### src/rtl/gol_pkg.sv
// Shared types and constants for the Game of Life board seeder.
// Galois LFSR tap masks are right-shift form: the mask is XORed in when the shifted-out bit is 1.
package gol_pkg;

  typedef enum logic [1:0] {
    ModeClear  = 2'b00,
    ModeFill   = 2'b01,
    ModeRandom = 2'b10,
    ModeLoad   = 2'b11
  } seeder_mode_e;

  typedef enum logic [1:0] {
    StIdle = 2'b00,
    StRun  = 2'b01,
    StDone = 2'b10
  } seeder_state_e;

  localparam logic [63:0] LFSR_TAPS_8  = 64'h0000_0000_0000_00B8;
  localparam logic [63:0] LFSR_TAPS_16 = 64'h0000_0000_0000_B400;
  localparam logic [63:0] LFSR_TAPS_24 = 64'h0000_0000_00E1_0000;
  localparam logic [63:0] LFSR_TAPS_32 = 64'h0000_0000_8020_0003;
  localparam logic [63:0] LFSR_TAPS_64 = 64'hD800_0000_0000_0000;

  // Maximal-length taps for the supported widths; other widths fall back to the 32-bit set.
  function automatic logic [63:0] lfsr_taps(input int unsigned width);
    case (width)
      8:       return LFSR_TAPS_8;
      16:      return LFSR_TAPS_16;
      24:      return LFSR_TAPS_24;
      64:      return LFSR_TAPS_64;
      default: return LFSR_TAPS_32;
    endcase
  endfunction

endpackage

### src/rtl/row_popcount.sv
// Combinational population count of one board row.
module row_popcount #(
  parameter int unsigned W = 16,
  localparam int unsigned CW = $clog2(W + 1)
) (
  input  logic [W-1:0]  bits,
  output logic [CW-1:0] count
);

  always_comb begin
    count = '0;
    for (int i = 0; i < W; i++) begin
      count = count + CW'(bits[i]);
    end
  end

endmodule

### src/rtl/gol_board_seeder.sv
// Board initialiser: sweeps all rows once per start, writing clear, fill, LFSR or streamed data,
// pulses a stats clear and accumulates the seeded live-cell population.
module gol_board_seeder
  import gol_pkg::*;
#(
  parameter int unsigned ROWS = 16,
  parameter int unsigned COLS = 16,
  parameter int unsigned LFSR_W = 32,
  parameter logic [LFSR_W-1:0] SEED_DEF = LFSR_W'(32'hACE1_0001),
  localparam int unsigned AW = $clog2(ROWS),
  localparam int unsigned CW = $clog2(ROWS * COLS + 1)
) (
  input  logic              clk,
  input  logic              rst_n,
  input  logic              start,
  input  logic [1:0]        mode,
  input  logic [LFSR_W-1:0] seed,
  input  logic              abort,
  input  logic              in_valid,
  input  logic [COLS-1:0]   in_data,
  output logic              in_ready,
  output logic              row_we,
  output logic [AW-1:0]     row_addr,
  output logic [COLS-1:0]   row_data,
  output logic              stats_clr,
  output logic              busy,
  output logic              done,
  output logic [CW-1:0]     alive_cnt
);

  localparam int unsigned PW = $clog2(COLS + 1);
  localparam logic [LFSR_W-1:0] TAPS = LFSR_W'(lfsr_taps(LFSR_W));
  localparam logic [AW-1:0] LAST_ROW = AW'(ROWS - 1);

  seeder_state_e     state_q, state_d;
  seeder_mode_e      mode_q, mode_eff;
  logic [LFSR_W-1:0] lfsr_q, lfsr_src, lfsr_next, seed_eff;
  logic [AW-1:0]     ptr_q;
  logic              row_we_q, stats_clr_q, done_q;
  logic [AW-1:0]     row_addr_q;
  logic [COLS-1:0]   row_data_q, wdata;
  logic [CW-1:0]     alive_q;
  logic [PW-1:0]     pop;
  logic              launch, issue;

  row_popcount #(
    .W(COLS)
  ) u_row_popcount (
    .bits  (wdata),
    .count (pop)
  );

  // The start edge itself issues row 0 for the self-timed modes, so the sweep is exactly ROWS cycles.
  always_comb begin
    seed_eff  = (seed == '0) ? SEED_DEF : seed;
    launch    = (state_q == StIdle) && start;
    mode_eff  = launch ? seeder_mode_e'(mode) : mode_q;
    lfsr_src  = launch ? seed_eff : lfsr_q;
    lfsr_next = lfsr_src >> 1;
    if (lfsr_src[0]) begin
      lfsr_next = lfsr_next ^ TAPS;
    end

    unique case (mode_eff)
      ModeClear:  wdata = '0;
      ModeFill:   wdata = '1;
      ModeRandom: wdata = lfsr_src[COLS-1:0];
      default:    wdata = in_data;
    endcase

    issue   = 1'b0;
    state_d = state_q;
    unique case (state_q)
      StIdle: begin
        if (start) begin
          state_d = StRun;
          issue   = (mode_eff != ModeLoad);
        end
      end
      StRun: begin
        if (abort) begin
          state_d = StIdle;
        end else begin
          issue = (mode_q != ModeLoad) || in_valid;
          if (issue && (ptr_q == LAST_ROW)) begin
            state_d = StDone;
          end
        end
      end
      StDone:  state_d = StIdle;
      default: state_d = StIdle;
    endcase
  end

  always_ff @(posedge clk or negedge rst_n) begin
    if (!rst_n) begin
      state_q     <= StIdle;
      mode_q      <= ModeClear;
      lfsr_q      <= SEED_DEF;
      ptr_q       <= '0;
      row_we_q    <= 1'b0;
      row_addr_q  <= '0;
      row_data_q  <= '0;
      stats_clr_q <= 1'b0;
      done_q      <= 1'b0;
      alive_q     <= '0;
    end else begin
      state_q     <= state_d;
      row_we_q    <= issue;
      stats_clr_q <= launch;
      done_q      <= (state_q == StDone);
      if (issue) begin
        row_addr_q <= launch ? '0 : ptr_q;
        row_data_q <= wdata;
      end
      if (launch) begin
        mode_q  <= seeder_mode_e'(mode);
        alive_q <= issue ? CW'(pop) : '0;
        ptr_q   <= issue ? AW'(1) : '0;
      end else if (issue) begin
        alive_q <= alive_q + CW'(pop);
        ptr_q   <= ptr_q + AW'(1);
      end
      if (issue && (mode_eff == ModeRandom)) begin
        lfsr_q <= lfsr_next;
      end else if (launch) begin
        lfsr_q <= seed_eff;
      end
    end
  end

  assign in_ready  = (state_q == StRun) && (mode_q == ModeLoad);
  assign busy      = (state_q == StRun);
  assign row_we    = row_we_q;
  assign row_addr  = row_addr_q;
  assign row_data  = row_data_q;
  assign stats_clr = stats_clr_q;
  assign done      = done_q;
  assign alive_cnt = alive_q;

endmodule

### config.mk
export PLATFORM = sky130hd
export DESIGN_NAME = gol_board_seeder
export DESIGN_NICKNAME = d
export VERILOG_FILES = /design/src/rtl/gol_pkg.sv /design/src/rtl/row_popcount.sv /design/src/rtl/gol_board_seeder.sv
export SDC_FILE = /design/constraint.sdc
export NUM_CORES = 1
export LEC_CHECK = 0
export CELL_PAD_IN_SITES_DETAIL_PLACEMENT = 2
export CELL_PAD_IN_SITES_GLOBAL_PLACEMENT = 2
export CORE_MARGIN = 2
export CORE_UTILIZATION = 36
export DETAILED_ROUTE_END_ITERATION = 16
export HOLD_SLACK_MARGIN = 0.08
export PLACE_DENSITY = 0.86
export SYNTH_ARGS = -nofsm -noshare
export SYNTH_HDL_FRONTEND = slang
export SYNTH_SLANG_ARGS = --single-unit
### constraint.sdc
create_clock -name clk -period 17.8 [get_ports clk]
set_input_delay 5.34 -clock clk [delete_from_list [all_inputs] [get_ports clk]]
set_output_delay 5.34 -clock clk [all_outputs]
set_load 0.05 [all_outputs]
== Word-level counts from Yosys, hierarchy flattened ==
Index checks and enable logic that the tools add are counted.
Widths: inputs -> output; s select.
Operators by class
  reductions and logical operators: 10
  multiplexer cells: 20
  equality and inequality tests: 10
  bitwise gates (word level): 1
  add/subtract/negate cells: 17
Operators with widths (count)
  $mux 32: 4
  $add 5x1->5: 14
  $pmux 16 s3: 1
  $logic_not 32->1: 1
  $mux 9: 2
  $mux 4: 3
  $add 9x5->9: 1
  $mux 2: 4
  $eq 2x2->1 const B: 3
  $ne 2x2->1 const B: 3
  $mux 5: 1
  $add 4x1->4 const B: 1
  $eq 2x1->1 const B: 2
  $eq 4x4->1 const B: 1
  $logic_and 1x1->1: 4
  $logic_not 2->1: 2
  $not 3->4: 1
  $pmux 2 s2: 1
  $mux 1: 3
  $ne 3x2->1 const B: 1
  $add 1x1->2: 1
  $pmux 1 s2: 1
  $reduce_and 2->1: 1
  $reduce_bool 2->1: 1
  $logic_or 1x1->1: 1
Storage, ports and cells
  flip-flop bits (word level): 72
  input port bits: 55
  word-level logic and storage cells: 68
  output and inout port bits: 34

== Logic depth before layout (Yosys ltp) ==
Gate-level depths: netlist (run 1).
  word-level depth: 23
  depth in mapped cells: 26
  depth with buffers taken out: 24

== By module ==
From an unflattened synthesis (run 1), not the netlist that was laid out.
Second synthesis, totals
  cells, all modules: 458
  area total of the unflattened synthesis: 4393.0 um^2
Modules (own cells, without submodules)
  gol_board_seeder: instances 1, cells an instance 411, sequential area each 1813.0 um^2, area an instance 3985.1 um^2
  row_popcount: instances 1, cells an instance 47, sequential area each 0.0 um^2, area an instance 407.9 um^2

== Worst setup path after synthesis (run 1) ==
No wires, ideal clock.
  kind: input to register
  start point: input start
  end point: register alive_q[8] (netlist: alive_cnt[8])
  arrival time: 11.199 ns
  stages: 23
  setup time: 0.077 ns
  required time: 17.723 ns
  slack: 6.524 ns
  path buffers: 2
  cells stage by stage: or3b_1 -> buf_6 -> inv_6 -> mux2_4 -> buf_4 -> o21ai_0 -> o21ai_0 -> ha_1 -> fa_1 -> inv_1 -> fa_1 -> inv_1 -> fa_1 -> fa_1 -> inv_1 -> fa_1 -> fa_1 -> fa_1 -> nor2b_1 -> o31a_1 -> o211ai_1 -> or3_1 -> a21oi_1
On the way
  longest elaborated chain between the ends: 22
  elaborated cells on any way between the ends: 29
  classes of those cells: add/sub: 16; eq/ne: 3; mux: 7; reduce/logical: 3
RTL lines
  start, declared: RTL line gol_board_seeder.sv:15  | input logic start,
  $logic_and 1x1->1 *: RTL line gol_board_seeder.sv:56  | launch = (state_q == StIdle) && start;
  $mux 2 *
  named net mode_eff[0]: RTL line gol_board_seeder.sv:36  | seeder_mode_e mode_q, mode_eff;
  $eq 2x2->1 (tied with other cells): RTL line gol_board_seeder.sv:64  | unique case (mode_eff)
  $pmux 16 s3 *: RTL line gol_board_seeder.sv:64
  named net u_row_popcount.bits[0]: RTL line row_popcount.sv:6  | input logic [W-1:0] bits,
  $add 1x1->2 *: RTL line row_popcount.sv:13  | count = count + CW'(bits[i]);
  $add 5x1->5 * (14 in series): RTL line row_popcount.sv:13
  $add 9x5->9 *: RTL line gol_board_seeder.sv:121  | alive_q <= alive_q + CW'(pop);
  $mux 9 *: RTL line gol_board_seeder.sv:120  | end else if (issue) begin
  $mux 9 *: RTL line gol_board_seeder.sv:116  | if (launch) begin
  end signal, assigned: RTL line gol_board_seeder.sv:118  | alive_q <= issue ? CW'(pop) : '0;
  end signal, assigned: RTL line gol_board_seeder.sv:121
  end, declared: RTL line gol_board_seeder.sv:42  | logic [CW-1:0] alive_q;
The timed path passes the listed nets; every way through them passes the cells marked *. The select of a mux whose other input is x is not followed.
A chain may end at the register's enable or synchronous reset.

== Worst setup path in the final report (run 1) ==
  start point: input start
  end point: register alive_q[8] (netlist: alive_cnt[8])
On the way
  longest elaborated chain between the ends: 22
  elaborated cells on any way between the ends: 29
  classes of those cells: add/sub: 16; eq/ne: 3; mux: 7; reduce/logical: 3
RTL lines (RTL line)
  $logic_and 1x1->1 *: gol_board_seeder.sv:56
  $mux 2
  $eq 2x2->1 (tied with other cells): gol_board_seeder.sv:64
  $pmux 16 s3 *: gol_board_seeder.sv:64
  named net u_row_popcount.bits[0]: row_popcount.sv:6
  $add 1x1->2 *: row_popcount.sv:13
  $add 5x1->5 * (14 in series): row_popcount.sv:13
  $add 9x5->9 *: gol_board_seeder.sv:121
  $mux 9 *: gol_board_seeder.sv:120
  $mux 9 *: gol_board_seeder.sv:116
Marked as above.

==> impl_metrics.yaml, run 1 <==
cts:
  cts_tree: "done"
  cts_setup_buffers: 0
  cts_buffers: 9
  clkLatencyLatePin_ns: 0.35
  clk_pin_slew_worst_paths_ns: 0.06
  cts.path.max_buffers: 2
  cts.sink_count: 72
  clockRootBuffer: "clkbuf_16"
  cts_hold_buf: 0
  cts_max_level: 3
  ctsResizeCount: 0
sta:
  slew_viol_final: 0
  setup_violations: 0
  worst_pin_slew_ns: 1.083
  hold_viol_final: 0
  max_freq_mhz: 76.95
  rsz0062_at_grt: "false"
  period_share_pct: 73.01
  finClkSkew_ns: 0.008796
  timing.slew.headroom_pct: 27.83
  period_needed_ns: 13.00
  tns_ns: 0
setup_path:
  r2r_start: "state_q[1]"
  startpoint: "start"
  cp-start-kind: "input pin"
  worstSetupEndpointType: "flop"
  ff2ff_setup_slack_ns: 9.81
  worstPathRequired_ns: 18.06
  path_max_fanout: 59
  cp.arrival_ns: 13.26
  timing_worst_setup_path_type: "input pin to flop"
  reg2reg_to: "alive_cnt[8]"
  crit_end: "alive_cnt[8]"
  rr_worst_depth: 23
place:
  gp_congestion: 0.8596
  io_buffers: 88
  dp_hpwl_um: 9964
route:
  viasPerCell: 5.533
  drc_errors: 0
  ant_nets: 0
  drt_wl_total_um: 13800
  drtPass1Iterations: 4
  drtIter0Drc: 84
  route.vias.total: 3563
  route.detailed.wl_per_inst_um: 21.43
logic_synthesis:
  ys.flop_type: "dfrtp_1"
  ys_ff_latch: 72
  syn_avg_cell_area_sq_um: 10.74
  synth_commonest_cells: "mux2i_1 (66), dfrtp_1 (63), nand2_1 (32), a21oi_1 (21), o21ai_0 (21)"
  synth_area_sq_mm: 0.004402
  synth.area.top_cells: "dfrtp_1 (36%), mux2i_1 (15%), dfstp_2 (5.4%)"
  yosysSeqAreaShare_pct: 41.19
  synth_top_area_share_pct: 35.82
  yosysUniqueCellTypes: 59
  syn-instance-count: 410
  synth-edff-count: 0
  synthArstFlopShare_pct: 100.0
  syn-num-nets: 487
  synth.most_common_cell: "mux2i_1"
  yosysTopAreaCell: "dfrtp_1"
  ys_warn_count: 0
floorplanning:
  die-width_um: 114.6
  rows: 40
  pin_count: 89
  die_area_sq_mm: 0.01313
  coreArea_sq_mm: 0.01196
  start_util_pct: 36.80
  die_h_um: 114.6
grt:
  antenna_found_initial: 0
  grt_pass1_wl_um: 22830
  grt_pass1_vias: 4114
  gr-usage-all-layers_pct: 22.91
  grt_max_degree: 73
  grt_overflow: 0
finish:
  regArea_sq_mm: 0.001813
  n_antenna_cell: 0
  final_util_pct: 47.10
  nets: 569
  drive_gt1_share_pct: 11.87
  fillCellCount: 1239
  multiInputGateArea_sq_mm: 0.002345
  area_growth_pct: 28.00
min_path:
  hp-class: "flop to flop"
status:
  outcome: "completed"
run:
  drv_cap: 0
-- layout by cell type, fill, tap and decap left out, drive strengths merged, types with 6 or more instances in the layout --
master         Yosys  final
a21oi             22     22
buf               20      6
clkbuf             2     10
clkdlybuf4s50      0     87
clkinv             1      6
dfrtp             63     63
dfstp              9      9
fa                11     11
ha                11     11
inv               19     19
mux2              16     16
mux2i             67     67
nand2             33     33
nand3              6      6
nor2              17     17
nor4               8      8
o21ai             35     35
o22ai              8      8
-- area by class of cell --
class                      instances  area share [%]
multi-input combinational        296           41.62
sequential                        72           32.18
timing repair buffer              93           16.21
clock buffer                      10           4.242
tap                              147           3.264
inverter                          20           1.443
clock inverter                     6           1.044
-- critical path, cell delays in order --
cell and delay (ns):
clkdlybuf4s50_1 0.46, or3b_1 0.35, buf_4 0.28, inv_6 0.47, mux2i_2 0.81, o21ai_0 0.26
o21ai_0 0.17, ha_1 0.29, fa_1 0.49, inv_1 0.06, fa_1 0.54, inv_1 0.07
fa_1 0.48, fa_1 0.50, inv_1 0.06, fa_1 0.42, fa_1 0.43, xnor2_1 0.17
ha_1 0.36, nor2b_1 0.30, o31a_1 0.20, o211ai_1 0.15, or3_1 0.41, a21oi_1 0.15
-- sequential cells by signal (all words and copies together) (netlist names), 2 cells and up --
signal	flops
row_data	16
alive_cnt	9
row_addr	4
lfsr_q	32
ptr_q	4
state_q	2
mode_q	2
-- how the worst min path moves through the flow --
stage                      from          end  slack, ns  cells past startpoint
CTS                 row_addr[3]  row_addr[3]       0.48                      2
global placement    row_addr[3]  row_addr[3]       0.45                      2
finish              row_addr[3]  row_addr[3]       0.47                      2
floorplan            state_q[0]         done       0.44                      1
detailed placement  row_addr[3]  row_addr[3]       0.46                      2
global route        row_addr[3]  row_addr[3]       0.51                      2
-- routing by layer --
metal	GRT usage, %	wire (um)	vias to the layer above
met5	0	0	-
met4	8.943	285	0
met3	4.023	472	18
met2	40.08	7111	86
met1	28.00	5929	1822
li1	-	-	1637
-- cell families after synthesis --
logic type,after synthesis,share of synthesized area (%)
AND/OR/NAND/NOR,87,10.21
AO/OA/AOI/OAI,94,13.45
adder cells (fa/ha/maj),22,8.130
XOR/XNOR,10,1.990
multiplexers,83,19.50
flip-flops,72,41.19
buffers and inverters,42,5.543
-- metrics by stage --
step,instance area [sq um],setup slack (ns),std cells,hold WS [ns]
final,5634,4.804,644,0.4668
after global routing,5634,4.324,644,0.5069
after CTS,5634,4.814,644,0.4754
after detailed placement,5336,4.555,628,0.4627
after global placement,5336,5.049,628,0.4504
after floorplan,4402,6.524,410,0.4391
Power of run 1 is left out: the tool's default activity adds up to more than one toggle a clock period on the data nets, which glitch-free logic cannot reach.
==> inputs of run 2 (changes only) <==
CORE_UTILIZATION = 30   (was 36)
PLACE_DENSITY = 0.77   (was 0.86)
clock period = 10.5 ns   (was 17.8 ns; I/O delays follow)
==> run 2 against run 1 <==
  * Non-clock buffer count increased by 2
  * Critical endpoint unchanged
  * Global-route usage decreased by 5.0 points
  * Count of clock-buffer cells in the layout increased by 1
  * Critical path type unchanged
  * Largest cell class unchanged
  * Worst hold slack improved by 0.0039 ns
==> impl_metrics.yaml, run 2 (synthesis gave the netlist of run 1 again) <==
sta:
  slew_viol_final: 0
  timing.slew.headroom_pct: 24.40
  rsz0062_at_grt: "false"
  finClkSkew_ns: 0.006759
  period_share_pct: 93.27
  setup_violations: 0
  hold_viol_final: 0
  worst_pin_slew_ns: 1.134
  period_needed_ns: 9.794
  hold_slack_ns: 0.4707
  tns_ns: 0
  max_freq_mhz: 102.1
floorplanning:
  die_area_sq_mm: 0.01566
  coreArea_sq_mm: 0.01442
  die-width_um: 125.1
  rows: 44
  pin_count: 89
  start_util_pct: 30.52
  die_h_um: 125.1
finish:
  regMostFlops: "lfsr_q"
  final_cell_mix: "clkdlybuf4s50_1 (87), mux2i_1 (66), dfrtp_1 (63)"
  area_growth_pct: 28.82
  nets: 571
  drive_gt1_share_pct: 12.05
  n_antenna_cell: 0
  post-route-cell-area_sq_mm: 0.005670
  multiInputGateArea_sq_mm: 0.002345
  regArea_sq_mm: 0.001813
  largest_reg_flops: 32
  mostFrequentLayoutCell: "clkdlybuf4s50_1"
  fillCellCount: 1536
run:
  drv_cap: 0
setup_path:
  worstPathRequired_ns: 10.77
  ff2ff_setup_slack_ns: 3.52
  reg2reg_to: "alive_cnt[8]"
  cp.arrival_ns: 10.06
  worstSetupEndpointType: "flop"
  cp-start-kind: "input pin"
  r2r_start: "state_q[1]"
  path_max_fanout: 36
  rr_worst_depth: 22
  timing_worst_setup_path_type: "input pin to flop"
place:
  dp_hpwl_um: 10010
  io_buffers: 88
  place_area_sq_mm: 0.005398
  gp_congestion: 0.8167
cts:
  cts_setup_buffers: 0
  clockRootBuffer: "clkbuf_16"
  ctsResizeCount: 0
  cts_hold_buf: 0
  cts.path.max_buffers: 2
  cts_tree: "done"
  clk_pin_slew_worst_paths_ns: 0.06
  cts_max_level: 3
  cts_buffers: 9
  clkLatencyLatePin_ns: 0.34
  cts.sink_count: 72
route:
  ant_nets: 0
  drtPass1Iterations: 4
  route.vias.total: 3563
  drtIter0Drc: 138
  route.detailed.wl_per_inst_um: 20.06
  drt_wl_total_um: 13680
  drc_errors: 0
  viasPerCell: 5.224
grt:
  antenna_found_initial: 0
  grt_max_degree: 73
  grt_pass1_vias: 4011
  grt_overflow: 0
  gr-usage-all-layers_pct: 17.96
  grt_pass1_wl_um: 22100
min_path:
  hp-class: "flop to flop"
  min_to: "row_addr[3]"
  min-delay-start: "row_addr[3]"
  worstHoldPathCells: 2
status:
  outcome: "completed"
## run 2: metal layers
metal | vias to the layer above | share of wire, % | track usage [%] | wire (um)
li1 | 1639 | - | - | -
met1 | 1841 | 44 | 22.54 | 6075
met2 | 69 | 51 | 31.49 | 6985
met3 | 14 | 3.1 | 2.910 | 420
met4 | 0 | 1.4 | 5.948 | 196
met5 | - | 0 | 0 | 0
## run 2: how the worst max path moves through the flow
stage	cells after the start	slack, ns	startpoint	endpoint
after CTS	23	0.69	start	alive_cnt[8]
after floorplan	23	1.41	start	alive_cnt[8]
after detailed placement	23	0.38	start	alive_cnt[8]
final	23	0.71	start	alive_cnt[8]
after global placement	22	0.59	start	alive_cnt[8]
after global routing	23	0.31	start	alive_cnt[8]
## run 2: layout make-up
type	instances	area share, %
Tap cell	184	4.060
Clock inverter	4	0.3530
Clock buffer	11	4.457
Multi-Input combinational cell	296	41.35
Timing Repair Buffer	95	16.37
Inverter	20	1.434
Sequential cell	72	31.97
## run 2: critical path, cell delays in order
cell             delay, ns
clkdlybuf4s50_1       0.46
or3b_1                0.47
inv_6                 0.30
mux2_4                0.43
o21ai_0               0.14
o21ai_0               0.16
ha_1                  0.32
fa_1                  0.49
inv_1                 0.06
fa_1                  0.53
inv_1                 0.06
fa_1                  0.48
fa_1                  0.49
inv_1                 0.05
fa_1                  0.40
fa_1                  0.42
xnor2_1               0.17
ha_1                  0.35
nor2b_1               0.25
o31a_1                0.18
o211ai_1              0.13
or3_1                 0.40
a21oi_1               0.14
## run 2: metrics by stage
step,worst slack [ns],utilization (%),cells
global placement,0.5856,37.42,667
floorplan,1.414,-,410
CTS,0.6900,39.31,682
global route,0.3125,39.31,682
finish,0.7063,39.31,682
detailed placement,0.3803,37.42,667
Power of run 2 is left out for the same reason.
